--- config.mk ---
export PLATFORM = sky130hd
export DESIGN_NAME = memory_copier_flat
export DESIGN_NICKNAME = d
export VERILOG_FILES = /design/src/rtl/memory_copier_if.sv /design/src/rtl/memory_copier.sv /design/src/flat_wrapper.sv
export SDC_FILE = /design/constraint.sdc
export NUM_CORES = 1
export LEC_CHECK = 0
export CAP_MARGIN = 20
export CORE_MARGIN = 2
export CORE_UTILIZATION = 57
export CTS_CLUSTER_DIAMETER = 100
export DETAILED_ROUTE_END_ITERATION = 16
export GPL_TIMING_DRIVEN = 0
export PLACE_DENSITY = 0.87
export REMOVE_ABC_BUFFERS = 1
export SYNTH_ARGS = -nofsm -noshare
export SYNTH_HDL_FRONTEND = slang
export SYNTH_SLANG_ARGS = --single-unit
--- constraint.sdc ---
create_clock -name clock -period 6.5 [get_ports clock]
set_clock_uncertainty 0.2 [all_clocks]
set_input_delay 0.65 -clock clock [delete_from_list [all_inputs] [get_ports clock]]
set_output_delay 0.65 -clock clock [all_outputs]
set_load 0.01 [all_outputs]
--- src/rtl/memory_copier_if.sv ---
// Command and cpu_memory bus bundle for memory_copier.
// MEMORY_COPIER_FILL_EN adds the cmd_fill / cmd_fill_value command fields.
interface memory_copier_if #(
    parameter int ADDR_WIDTH = 16,
    parameter int LEN_WIDTH  = 16
);
    // Command: accepted on a rising edge where cmd_valid && cmd_ready; the
    // offerer holds the fields stable until then. Memory: mem_start is a
    // one-cycle request, and mem_ready high means the access has finished.
    logic                  cmd_valid;
    logic                  cmd_ready;
    logic [ADDR_WIDTH-1:0] cmd_src;
    logic [ADDR_WIDTH-1:0] cmd_dst;
    logic [LEN_WIDTH-1:0]  cmd_len;
`ifdef MEMORY_COPIER_FILL_EN
    logic                  cmd_fill;
    logic [7:0]            cmd_fill_value;
`endif
    logic                  busy;
    logic                  done;

    logic [ADDR_WIDTH-1:0] mem_address;
    logic [7:0]            mem_data_in;
    logic                  mem_direction;
    logic                  mem_start;
    logic [7:0]            mem_data_out;
    logic                  mem_ready;

`ifdef MEMORY_COPIER_FILL_EN
    modport master (
        input  cmd_valid, cmd_src, cmd_dst, cmd_len, cmd_fill, cmd_fill_value,
        output cmd_ready, busy, done,
        output mem_address, mem_data_in, mem_direction, mem_start,
        input  mem_data_out, mem_ready
    );

    modport slave (
        output cmd_valid, cmd_src, cmd_dst, cmd_len, cmd_fill, cmd_fill_value,
        input  cmd_ready, busy, done,
        input  mem_address, mem_data_in, mem_direction, mem_start,
        output mem_data_out, mem_ready
    );
`else
    modport master (
        input  cmd_valid, cmd_src, cmd_dst, cmd_len,
        output cmd_ready, busy, done,
        output mem_address, mem_data_in, mem_direction, mem_start,
        input  mem_data_out, mem_ready
    );

    modport slave (
        output cmd_valid, cmd_src, cmd_dst, cmd_len,
        input  cmd_ready, busy, done,
        input  mem_address, mem_data_in, mem_direction, mem_start,
        output mem_data_out, mem_ready
    );
`endif
endinterface

--- src/rtl/memory_copier.sv ---
// Block-copy engine: byte-wise read/write loop over the cpu_memory port.
// Define MEMORY_COPIER_FILL_EN to add a fill mode that writes a constant.
module memory_copier #(
    parameter int ADDR_WIDTH = 16,
    parameter int LEN_WIDTH  = 16
) (
    input  logic               clock,
    input  logic               reset,
    memory_copier_if.master    bus,
    output logic [2:0]         debug_state
);

    typedef enum logic [2:0] {
        IDLE     = 3'd0,
        RD_START = 3'd1,
        RD_WAIT  = 3'd2,
        WR_START = 3'd3,
        WR_WAIT  = 3'd4,
        DONE     = 3'd5
    } state_t;

    state_t                state;
    state_t                state_nxt;

    logic [ADDR_WIDTH-1:0] src_q;
    logic [ADDR_WIDTH-1:0] dst_q;
    logic [LEN_WIDTH-1:0]  len_q;
    logic [ADDR_WIDTH-1:0] addr_q;
    logic [7:0]            byte_q;
    logic                  dir_q;

    logic                  accept;
    logic                  cmd_empty;
    logic                  last_byte;
    logic                  fill_cmd;
    logic                  fill_q;
    logic [7:0]            fill_value;
    logic [ADDR_WIDTH-1:0] src_inc;
    logic [ADDR_WIDTH-1:0] dst_inc;

`ifdef MEMORY_COPIER_FILL_EN
    assign fill_cmd   = bus.cmd_fill;
    assign fill_value = bus.cmd_fill_value;

    always_ff @(posedge clock) begin
        if (reset) begin
            fill_q <= 1'b0;
        end else if (accept) begin
            fill_q <= bus.cmd_fill;
        end
    end
`else
    assign fill_cmd   = 1'b0;
    assign fill_value = 8'h00;
    assign fill_q     = 1'b0;
`endif

    assign accept    = bus.cmd_valid && (state == IDLE);
    assign cmd_empty = (bus.cmd_len == '0);
    assign last_byte = (len_q == LEN_WIDTH'(1));
    // Address arithmetic wraps silently modulo 2^ADDR_WIDTH.
    assign src_inc   = src_q + ADDR_WIDTH'(1);
    assign dst_inc   = dst_q + ADDR_WIDTH'(1);

    always_ff @(posedge clock) begin
        if (reset) begin
            state <= IDLE;
        end else begin
            state <= state_nxt;
        end
    end

    always_comb begin
        state_nxt = state;
        case (state)
            IDLE: begin
                if (accept) begin
                    if (cmd_empty) begin
                        state_nxt = DONE;
                    end else if (fill_cmd) begin
                        state_nxt = WR_START;
                    end else begin
                        state_nxt = RD_START;
                    end
                end
            end
            RD_START: state_nxt = RD_WAIT;
            RD_WAIT: begin
                if (bus.mem_ready) begin
                    state_nxt = WR_START;
                end
            end
            WR_START: state_nxt = WR_WAIT;
            WR_WAIT: begin
                if (bus.mem_ready) begin
                    if (last_byte) begin
                        state_nxt = DONE;
                    end else if (fill_q) begin
                        state_nxt = WR_START;
                    end else begin
                        state_nxt = RD_START;
                    end
                end
            end
            DONE:    state_nxt = IDLE;
            default: state_nxt = IDLE;
        endcase
    end

    // Address/data/direction are loaded one cycle ahead of the START state
    // that uses them, so the bus outputs come straight from flops.
    always_ff @(posedge clock) begin
        if (reset) begin
            src_q  <= '0;
            dst_q  <= '0;
            len_q  <= '0;
            addr_q <= '0;
            byte_q <= 8'h00;
            dir_q  <= 1'b0;
        end else begin
            case (state)
                IDLE: begin
                    if (accept) begin
                        src_q <= bus.cmd_src;
                        dst_q <= bus.cmd_dst;
                        len_q <= bus.cmd_len;
                        if (!cmd_empty) begin
                            if (fill_cmd) begin
                                addr_q <= bus.cmd_dst;
                                byte_q <= fill_value;
                                dir_q  <= 1'b1;
                            end else begin
                                addr_q <= bus.cmd_src;
                                dir_q  <= 1'b0;
                            end
                        end
                    end
                end
                RD_WAIT: begin
                    if (bus.mem_ready) begin
                        byte_q <= bus.mem_data_out;
                        addr_q <= dst_q;
                        dir_q  <= 1'b1;
                    end
                end
                WR_WAIT: begin
                    if (bus.mem_ready) begin
                        src_q <= src_inc;
                        dst_q <= dst_inc;
                        len_q <= len_q - LEN_WIDTH'(1);
                        if (!last_byte) begin
                            if (fill_q) begin
                                addr_q <= dst_inc;
                            end else begin
                                addr_q <= src_inc;
                                dir_q  <= 1'b0;
                            end
                        end
                    end
                end
                default: ;
            endcase
        end
    end

    assign bus.cmd_ready     = (state == IDLE);
    assign bus.busy          = (state != IDLE);
    assign bus.done          = (state == DONE);
    assign bus.mem_start     = (state == RD_START) || (state == WR_START);
    assign bus.mem_address   = addr_q;
    assign bus.mem_data_in   = byte_q;
    assign bus.mem_direction = dir_q;
    assign debug_state       = state;

endmodule

--- src/flat_wrapper.sv ---
// flat-port wrapper written by rule: the top's interface ports become plain ports
module memory_copier_flat 
#(
    parameter int ADDR_WIDTH = 16,
    parameter int LEN_WIDTH  = 16
)
  (clock, reset, debug_state, bus_cmd_valid, bus_cmd_src, bus_cmd_dst, bus_cmd_len, bus_cmd_ready, bus_busy, bus_done, bus_mem_address, bus_mem_data_in, bus_mem_direction, bus_mem_start, bus_mem_data_out, bus_mem_ready);
  memory_copier_if #(.ADDR_WIDTH(ADDR_WIDTH), .LEN_WIDTH(LEN_WIDTH)) bus_i ();
  input  logic clock;
  input  logic reset;
  output logic [2:0] debug_state;
  input wire logic [$bits(bus_i.cmd_valid)-1:0] bus_cmd_valid;
  input wire logic [$bits(bus_i.cmd_src)-1:0] bus_cmd_src;
  input wire logic [$bits(bus_i.cmd_dst)-1:0] bus_cmd_dst;
  input wire logic [$bits(bus_i.cmd_len)-1:0] bus_cmd_len;
  output wire logic [$bits(bus_i.cmd_ready)-1:0] bus_cmd_ready;
  output wire logic [$bits(bus_i.busy)-1:0] bus_busy;
  output wire logic [$bits(bus_i.done)-1:0] bus_done;
  output wire logic [$bits(bus_i.mem_address)-1:0] bus_mem_address;
  output wire logic [$bits(bus_i.mem_data_in)-1:0] bus_mem_data_in;
  output wire logic [$bits(bus_i.mem_direction)-1:0] bus_mem_direction;
  output wire logic [$bits(bus_i.mem_start)-1:0] bus_mem_start;
  input wire logic [$bits(bus_i.mem_data_out)-1:0] bus_mem_data_out;
  input wire logic [$bits(bus_i.mem_ready)-1:0] bus_mem_ready;
  assign bus_i.cmd_valid = bus_cmd_valid;
  assign bus_i.cmd_src = bus_cmd_src;
  assign bus_i.cmd_dst = bus_cmd_dst;
  assign bus_i.cmd_len = bus_cmd_len;
  assign bus_cmd_ready = bus_i.cmd_ready;
  assign bus_busy = bus_i.busy;
  assign bus_done = bus_i.done;
  assign bus_mem_address = bus_i.mem_address;
  assign bus_mem_data_in = bus_i.mem_data_in;
  assign bus_mem_direction = bus_i.mem_direction;
  assign bus_mem_start = bus_i.mem_start;
  assign bus_i.mem_data_out = bus_mem_data_out;
  assign bus_i.mem_ready = bus_mem_ready;
  memory_copier #(.ADDR_WIDTH(ADDR_WIDTH), .LEN_WIDTH(LEN_WIDTH)) u_core (.clock(clock), .reset(reset), .bus(bus_i), .debug_state(debug_state));
endmodule
==> run_results.csv, run 1 <==
group,metric,value,unit
yosys,yosysMostFrequentCell,"nand2_1",
pwr,p_leak,2.09,nW
global_routing,antenna_found_initial,0,
yosys,synth_cell_type_count,57,
cts,numCtsBuffers,9,
cts,clkSinkCount,76,
yosys,synth_top_area_cell,"dfxtp_1",
finish,finalNetCount,755,
cts,clock_path_buffers,2,
global_routing,gr-usage-all-layers,0.304,
setup_path,cpMaxStageDelayCell,"dfxtp_1",
floorplan,core-area,8090,µm²
setup_path,crit_type,"flop to flop",
sta,period_minus_slack,3.75,ns
cts,post_cts_buffers,0,
drt,first_iter_violations,597,
global_routing,grt_max_degree,83,
hold_path,hold_path_class,"flop to flop",
drt,routed_wl,13800,µm
setup_path,cp_max_fo,82,
yosys,synth_top_cell_area_share,0.324,
setup_path,slowest_delay,0.92,ns
setup_path,r2r_start,"u_core.debug_state[2]",
sta,finalHoldViolCount,0,
outcome,status,"completed",
setup_path,reg2reg_slack,2.75,ns
sta,slew_headroom,0.368,
job,cap_violations,0,
drt,post_drt_wl_per_cell,17.2,µm
cts,cts_resized,0,
cts,cts_tree,"yes",
setup_path,endpoint_kind,"flop",
hold_path,hold_path_end,"u_core.bus.mem_data_in[3]",
setup_path,worstPathCellList,"or3b_4, nor3_1, nand4_1, nand3_2, mux2_1",
sta,finalSetupViolations,0,
floorplan,rows,33,
setup_path,cp.arrival,3.79,ns
drt,via_count,5264,
drt,antenna_left,0,
sta,hold_slack,0.259,ns
sta,tightest_slew,0.947,ns
setup_path,cp_data_required_time,6.54,ns
finish,n_antenna_cell,0,
setup_path,r2r-end,"u_core.bus.mem_address[2]",
floorplan,dieArea,8980,µm²
yosys,ys.warnings.count,0,
sta,grt_setup_unrepaired,"false",
hold_path,hold_depth,2,
cts,htreeDepth,3,
floorplan,initial_core_util,0.580,
yosys,ys.flop_type,"dfxtp_1",
yosys,yosys_register_bits,76,
setup_path,worstRegToRegCells,5,
sta,fin_ws,2.75,ns
yosys,synthCells,636,
yosys,syn_area_per_cell,7.38,µm²
hold_path,hp-start,"u_core.bus.mem_data_in[3]",
pwr,power_density,233,nW/µm²
sta,final.setup.tns,0,ns
sta,slew_violations,0,
finish,drive_gt1_frac,0.0632,
drt,drc,0,
global_routing,grt_pass1_vias,4651,
placed_design,dp_hpwl,9360,µm
global_routing,grt_pass1_wl,22000,µm
finish,area_delta_synth_final,24.3,%
cts,cts_hold_buffers,0,
yosys,yosys-top-cells-count,"79 x nand2_1, 76 x dfxtp_1, 60 x a21oi_1",
placed_design,io_buffers,91,
placed_design,place_congestion,0.897,
yosys,netlist_area,4690,µm²
drt,dr.pass1.iters,5,
yosys,yosys-top-cells-area,"dfxtp_1 32%, a21oi_1 6.4%, nand2_1 6.3%",
cts,path_clk_slew,0.09,ns
drt,avgViaCountPerCell,6.57,
sta,fmaxAchievable,267,MHz
floorplan,die_h,94.8,µm
pwr,ir_drop,0.124,mV
yosys,ys_async_sr_fraction,0,
floorplan,die_w,94.8,µm
sta,period_share,0.577,
setup_path,crit_path_start_kind,"flop",
cts,cts-root-buf,"clkbuf_8",
floorplan,ios,92,
cts,insertion_delay,0.36,ns
global_routing,grt-ovfl-total,0,
placed_design,dp_slack,2.84,ns
yosys,ys_seq_area_frac,0.324,
yosys,synth_edf_count,0,
report_power, final:
| part | switching, W | total (W) | internal (W) |
|---|---|---|---|
| Combinational | 0.000188 | 0.000358 | 0.000170 |
| Sequential | 0.0000648 | 0.000579 | 0.000515 |
| Clock | 0.000199 | 0.000422 | 0.000223 |
| Total | 0.000452 | 0.00136 | 0.000908 |
logic make-up (layout without fill, tap and decap cells):
kind of cell	count (synthesis)	in the layout	share of synthesized area
flops	76	76	0.324
mux	13	13	0.0280
buf+inv	68	128	0.0642
simple gates	279	279	0.304
fa+ha+maj	4	4	0.0107
xor+xnor	5	5	0.00933
compound gates	191	191	0.260
layout by cell type, fill, tap and decap left out, types with 8 or more instances in the layout:
cell,n
a22oi_1,8
nand3_1,21
clkbuf_8,9
dfxtp_1,76
nand2b_1,9
a211oi_1,17
a21oi_1,60
nor4_1,16
inv_1,11
nand4_1,18
o21ai_0,32
nand2_1,79
a31oi_1,12
clkdlybuf4s50_1,90
nor3_1,21
o31ai_1,10
nor2_1,58
mux2i_1,12
o22ai_1,8
worst max-delay path, delay by kind of cell (launching register included):
family / cells / cell delay [ns]
AND/OR/NAND/NOR: 4 / 2.13
flip-flops: 1 / 0.92
multiplexers: 1 / 0.36
worst max-delay path by stage:
stage / start / to
6_report: u_core.debug_state[2] / u_core.bus.mem_address[2]
3_5_place_dp: u_core.debug_state[2] / u_core.bus.mem_address[2]
3_3_place_gp: u_core.debug_state[2] / u_core.dst_q[12]
2_1_floorplan: u_core.debug_state[2] / u_core.dst_q[12]
4_1_cts: u_core.debug_state[2] / u_core.bus.mem_address[2]
5_1_grt: u_core.debug_state[2] / u_core.bus.mem_address[2]
layout make-up:
cell class                 instances  area [µm²]
multi-input combinational        492        2890
fill                             658        2260
sequential                        76        1520
timing repair buffer             101        1030
tap                              105         131
clock buffer                       9         124
clock inverter                     7         105
inverter                          11        41.3
routing by layer:
layer | track usage | share of wire | vias up
li1 | - | - | 2473
met1 | 0.408 | 0.41 | 2469
met2 | 0.495 | 0.48 | 288
met3 | 0.0599 | 0.080 | 34
met4 | 0.0870 | 0.021 | 0
met5 | 0 | 0 | -
per-stage QoR:
| stage | cells | total power (W) | util | instance area, µm² |
|---|---|---|---|---|
| finish | 801 | 0.00136 | 0.721 | 5840 |
| global route | 801 | 0.00142 | 0.721 | 5840 |
| CTS | 801 | 0.00135 | 0.721 | 5840 |
| detailed placement | 785 | 0.000935 | 0.693 | 5610 |
| floorplan | 579 | 0.000774 | - | 4430 |
| global placement | 775 | 0.000920 | 0.677 | 5480 |
registers in the layout (all words and copies together), names as in the netlist:
register	flops
u_core.bus.mem_address	16
u_core.bus.mem_data_in	8
u_core.bus.mem_direction	1
u_core.debug_state	3
u_core.dst_q	16
u_core.len_q	16
u_core.src_q	16
No activity file was read; power rests on OpenSTA's default activity.
==> run 2, diff against run 1 <==
--- a/config.mk
+++ b/config.mk
@@ -7,11 +7,11 @@
 export LEC_CHECK = 0
 export CAP_MARGIN = 20
 export CORE_MARGIN = 2
-export CORE_UTILIZATION = 57
+export CORE_UTILIZATION = 47
 export CTS_CLUSTER_DIAMETER = 100
 export DETAILED_ROUTE_END_ITERATION = 16
 export GPL_TIMING_DRIVEN = 0
-export PLACE_DENSITY = 0.87
+export PLACE_DENSITY = 0.77
 export REMOVE_ABC_BUFFERS = 1
 export SYNTH_ARGS = -nofsm -noshare
 export SYNTH_HDL_FRONTEND = slang
==> constraint.sdc (replaced) <==
create_clock -name clock -period 3.3 [get_ports clock]
set_clock_uncertainty 0.2 [all_clocks]
set_input_delay 0.33 -clock clock [delete_from_list [all_inputs] [get_ports clock]]
set_output_delay 0.33 -clock clock [all_outputs]
set_load 0.01 [all_outputs]
==> run 2 against run 1 <==
  * Fmax grew 32%
  * Final area grew 1.5%
  * Core utilization shrank 11 points
  * Largest cell class unchanged
  * First-iteration DRC count shrank 29%
  * Critical path depth grew 1
  * Flip-flop and latch count is the same
==> run_results.csv, run 2 (same netlist as run 1, synthesis figures left out) <==
group,metric,value,unit
sta,period_minus_slack,2.84,ns
placed_design,place_congestion,0.860,
setup_path,cp.arrival,2.89,ns
sta,finalSetupViolations,0,
sta,tightest_slew,0.939,ns
global_routing,grt_max_degree,51,
drt,drc,0,
finish,postLayoutCellArea,5920,µm²
floorplan,initial_core_util,0.483,
setup_path,critical_path_buf_inv_count,1,
global_routing,grt_use_met1,0.336,
cts,cts-root-buf,"clkbuf_8",
hold_path,hold_path_class,"input port to flop",
setup_path,critPathTopFamily,"simple AND/OR/NAND/NOR gates",
cts,insertion_delay,0.36,ns
setup_path,crit_path_start_kind,"flop",
global_routing,grt_pass1_vias,4865,
sta,finalHoldViolCount,0,
global_routing,met3_usage,0.0420,
finish,n_antenna_cell,0,
sta,final.setup.tns,0,ns
setup_path,endpoint_kind,"flop",
cts,clkSinkCount,76,
finish,final_common_cell,"clkdlybuf4s50_1",
global_routing,antenna_found_initial,0,
setup_path,cp_max_fo,41,
floorplan,die_h,104,µm
global_routing,grt_pass1_wl,23400,µm
pwr,power_density,461,nW/µm²
floorplan,die_w,104,µm
cts,cts_hold_buffers,0,
outcome,status,"completed",
placed_design,placed_area,5640,µm²
cts,clock_path_buffers,2,
finish,nFillCells,892,
hold_path,hold_path_end,"u_core.src_q[3]",
drt,first_iter_violations,424,
hold_path,hp-start,"reset",
drt,avgViaCountPerCell,6.23,
drt,routed_wl,14100,µm
placed_design,dp_hpwl,9660,µm
setup_path,reg2reg_slack,0.46,ns
cts,numCtsBuffers,9,
drt,antenna_left,0,
placed_design,io_buffers,91,
finish,final_cell_mix,"90 x clkdlybuf4s50_1, 79 x nand2_1, 75 x dfxtp_1",
finish,finalNetCount,759,
sta,slew_headroom,0.374,
floorplan,ios,92,
cts,cts_tree,"yes",
sta,fin_ws,0.460,ns
drt,via_count,5186,
finish,drive_gt1_frac,0.0700,
sta,grt_setup_unrepaired,"false",
hold_path,hold_depth,2,
sta,slew_violations,0,
sta,fmaxAchievable,352,MHz
drt,post_drt_wl_per_cell,17.0,µm
setup_path,cpMaxStageDelayCell,"or3b_4",
pwr,ir_drop,0.290,mV
setup_path,r2r_start,"u_core.debug_state[2]",
drt,dr.pass1.iters,5,
setup_path,worstRegToRegCells,6,
floorplan,dieArea,10800,µm²
finish,area_delta_synth_final,26.1,%
cts,path_clk_slew,0.08,ns
setup_path,r2r-end,"u_core.bus.mem_address[2]",
finish,finish.utilization,0.609,
global_routing,grt-ovfl-total,0,
setup_path,slowest_delay,0.67,ns
global_routing,gr-usage-all-layers,0.260,
setup_path,cp_data_required_time,3.35,ns
job,cap_violations,0,
setup_path,worstPathCellList,"or3b_4, nor3_1, nand4_1, buf_4, nand3_2, mux2_1",
placed_design,dp_slack,-0.321,ns
global_routing,grt_busiest_layer,"met2",
floorplan,core-area,9730,µm²
sta,period_share,0.861,
global_routing,use_met2,0.427,
pwr,p_leak,2.11,nW
cts,htreeDepth,3,
setup_path,crit_type,"flop to flop",
floorplan,rows,36,
-- run 2: report_power, final --
part | switching, W | internal [W]
Sequential | 0.000126 | 0.00101
Combinational | 0.000367 | 0.000336
Clock | 0.000379 | 0.000508
-- run 2: layout make-up --
class                   count  area, µm²  area share
clock inverters             7        124      0.0209
inverters                  11       41.3     0.00697
multi-input cells         493       2890       0.489
well taps                 133        166      0.0281
repair buffers            104       1050       0.177
clock buffers               9        124      0.0209
flip-flops and latches     76       1520       0.257
-- run 2: worst register-to-register path, cell delays in order (launching register included) --
cell and delay (ns):
dfxtp_2 0.65, or3b_4 0.67, nor3_1 0.30, nand4_1 0.15, buf_4 0.22, nand3_2 0.21
mux2_1 0.35
-- run 2: worst max path at each step --
stage / startpoint / end / slack (ns) / cells after the start
floorplan: u_core.debug_state[2] / u_core.dst_q[12] / -2.10 / 4
global placement: u_core.debug_state[2] / u_core.bus.mem_address[11] / -4.46 / 4
detailed placement: u_core.debug_state[2] / u_core.bus.mem_address[2] / -0.32 / 5
CTS: u_core.debug_state[2] / u_core.bus.mem_address[2] / 0.10 / 5
global route: u_core.debug_state[1] / u_core.bus.mem_address[2] / 0.25 / 5
finish: u_core.debug_state[2] / u_core.bus.mem_address[2] / 0.46 / 6
-- run 2: metrics by stage --
step | hold slack [ns] | cells | total power (W)
finish | 0.224 | 833 | 0.00273
global route | 0.241 | 833 | 0.00286
CTS | 0.208 | 830 | 0.00272
detailed placement | 0.250 | 813 | 0.00185
global placement | 0.242 | 803 | 0.00182
floorplan | 0.199 | 579 | 0.00152
-- run 2: layer usage --
| layer | up-vias | share of wire |
|---|---|---|
| li1 | 2467 | - |
| met1 | 2485 | 0.43 |
| met2 | 209 | 0.48 |
| met3 | 25 | 0.070 |
| met4 | 0 | 0.022 |
| met5 | - | 0 |
-- run 2: timing repair --
item                                   in CTS  in global routing
endpoints found under the hold margin       0                  0
buffers inserted                            0                  3
resized for setup                           1                  0
setup endpoints to repair                   6                  4
pin swaps                                   0                  1
cloned                                      1                  0
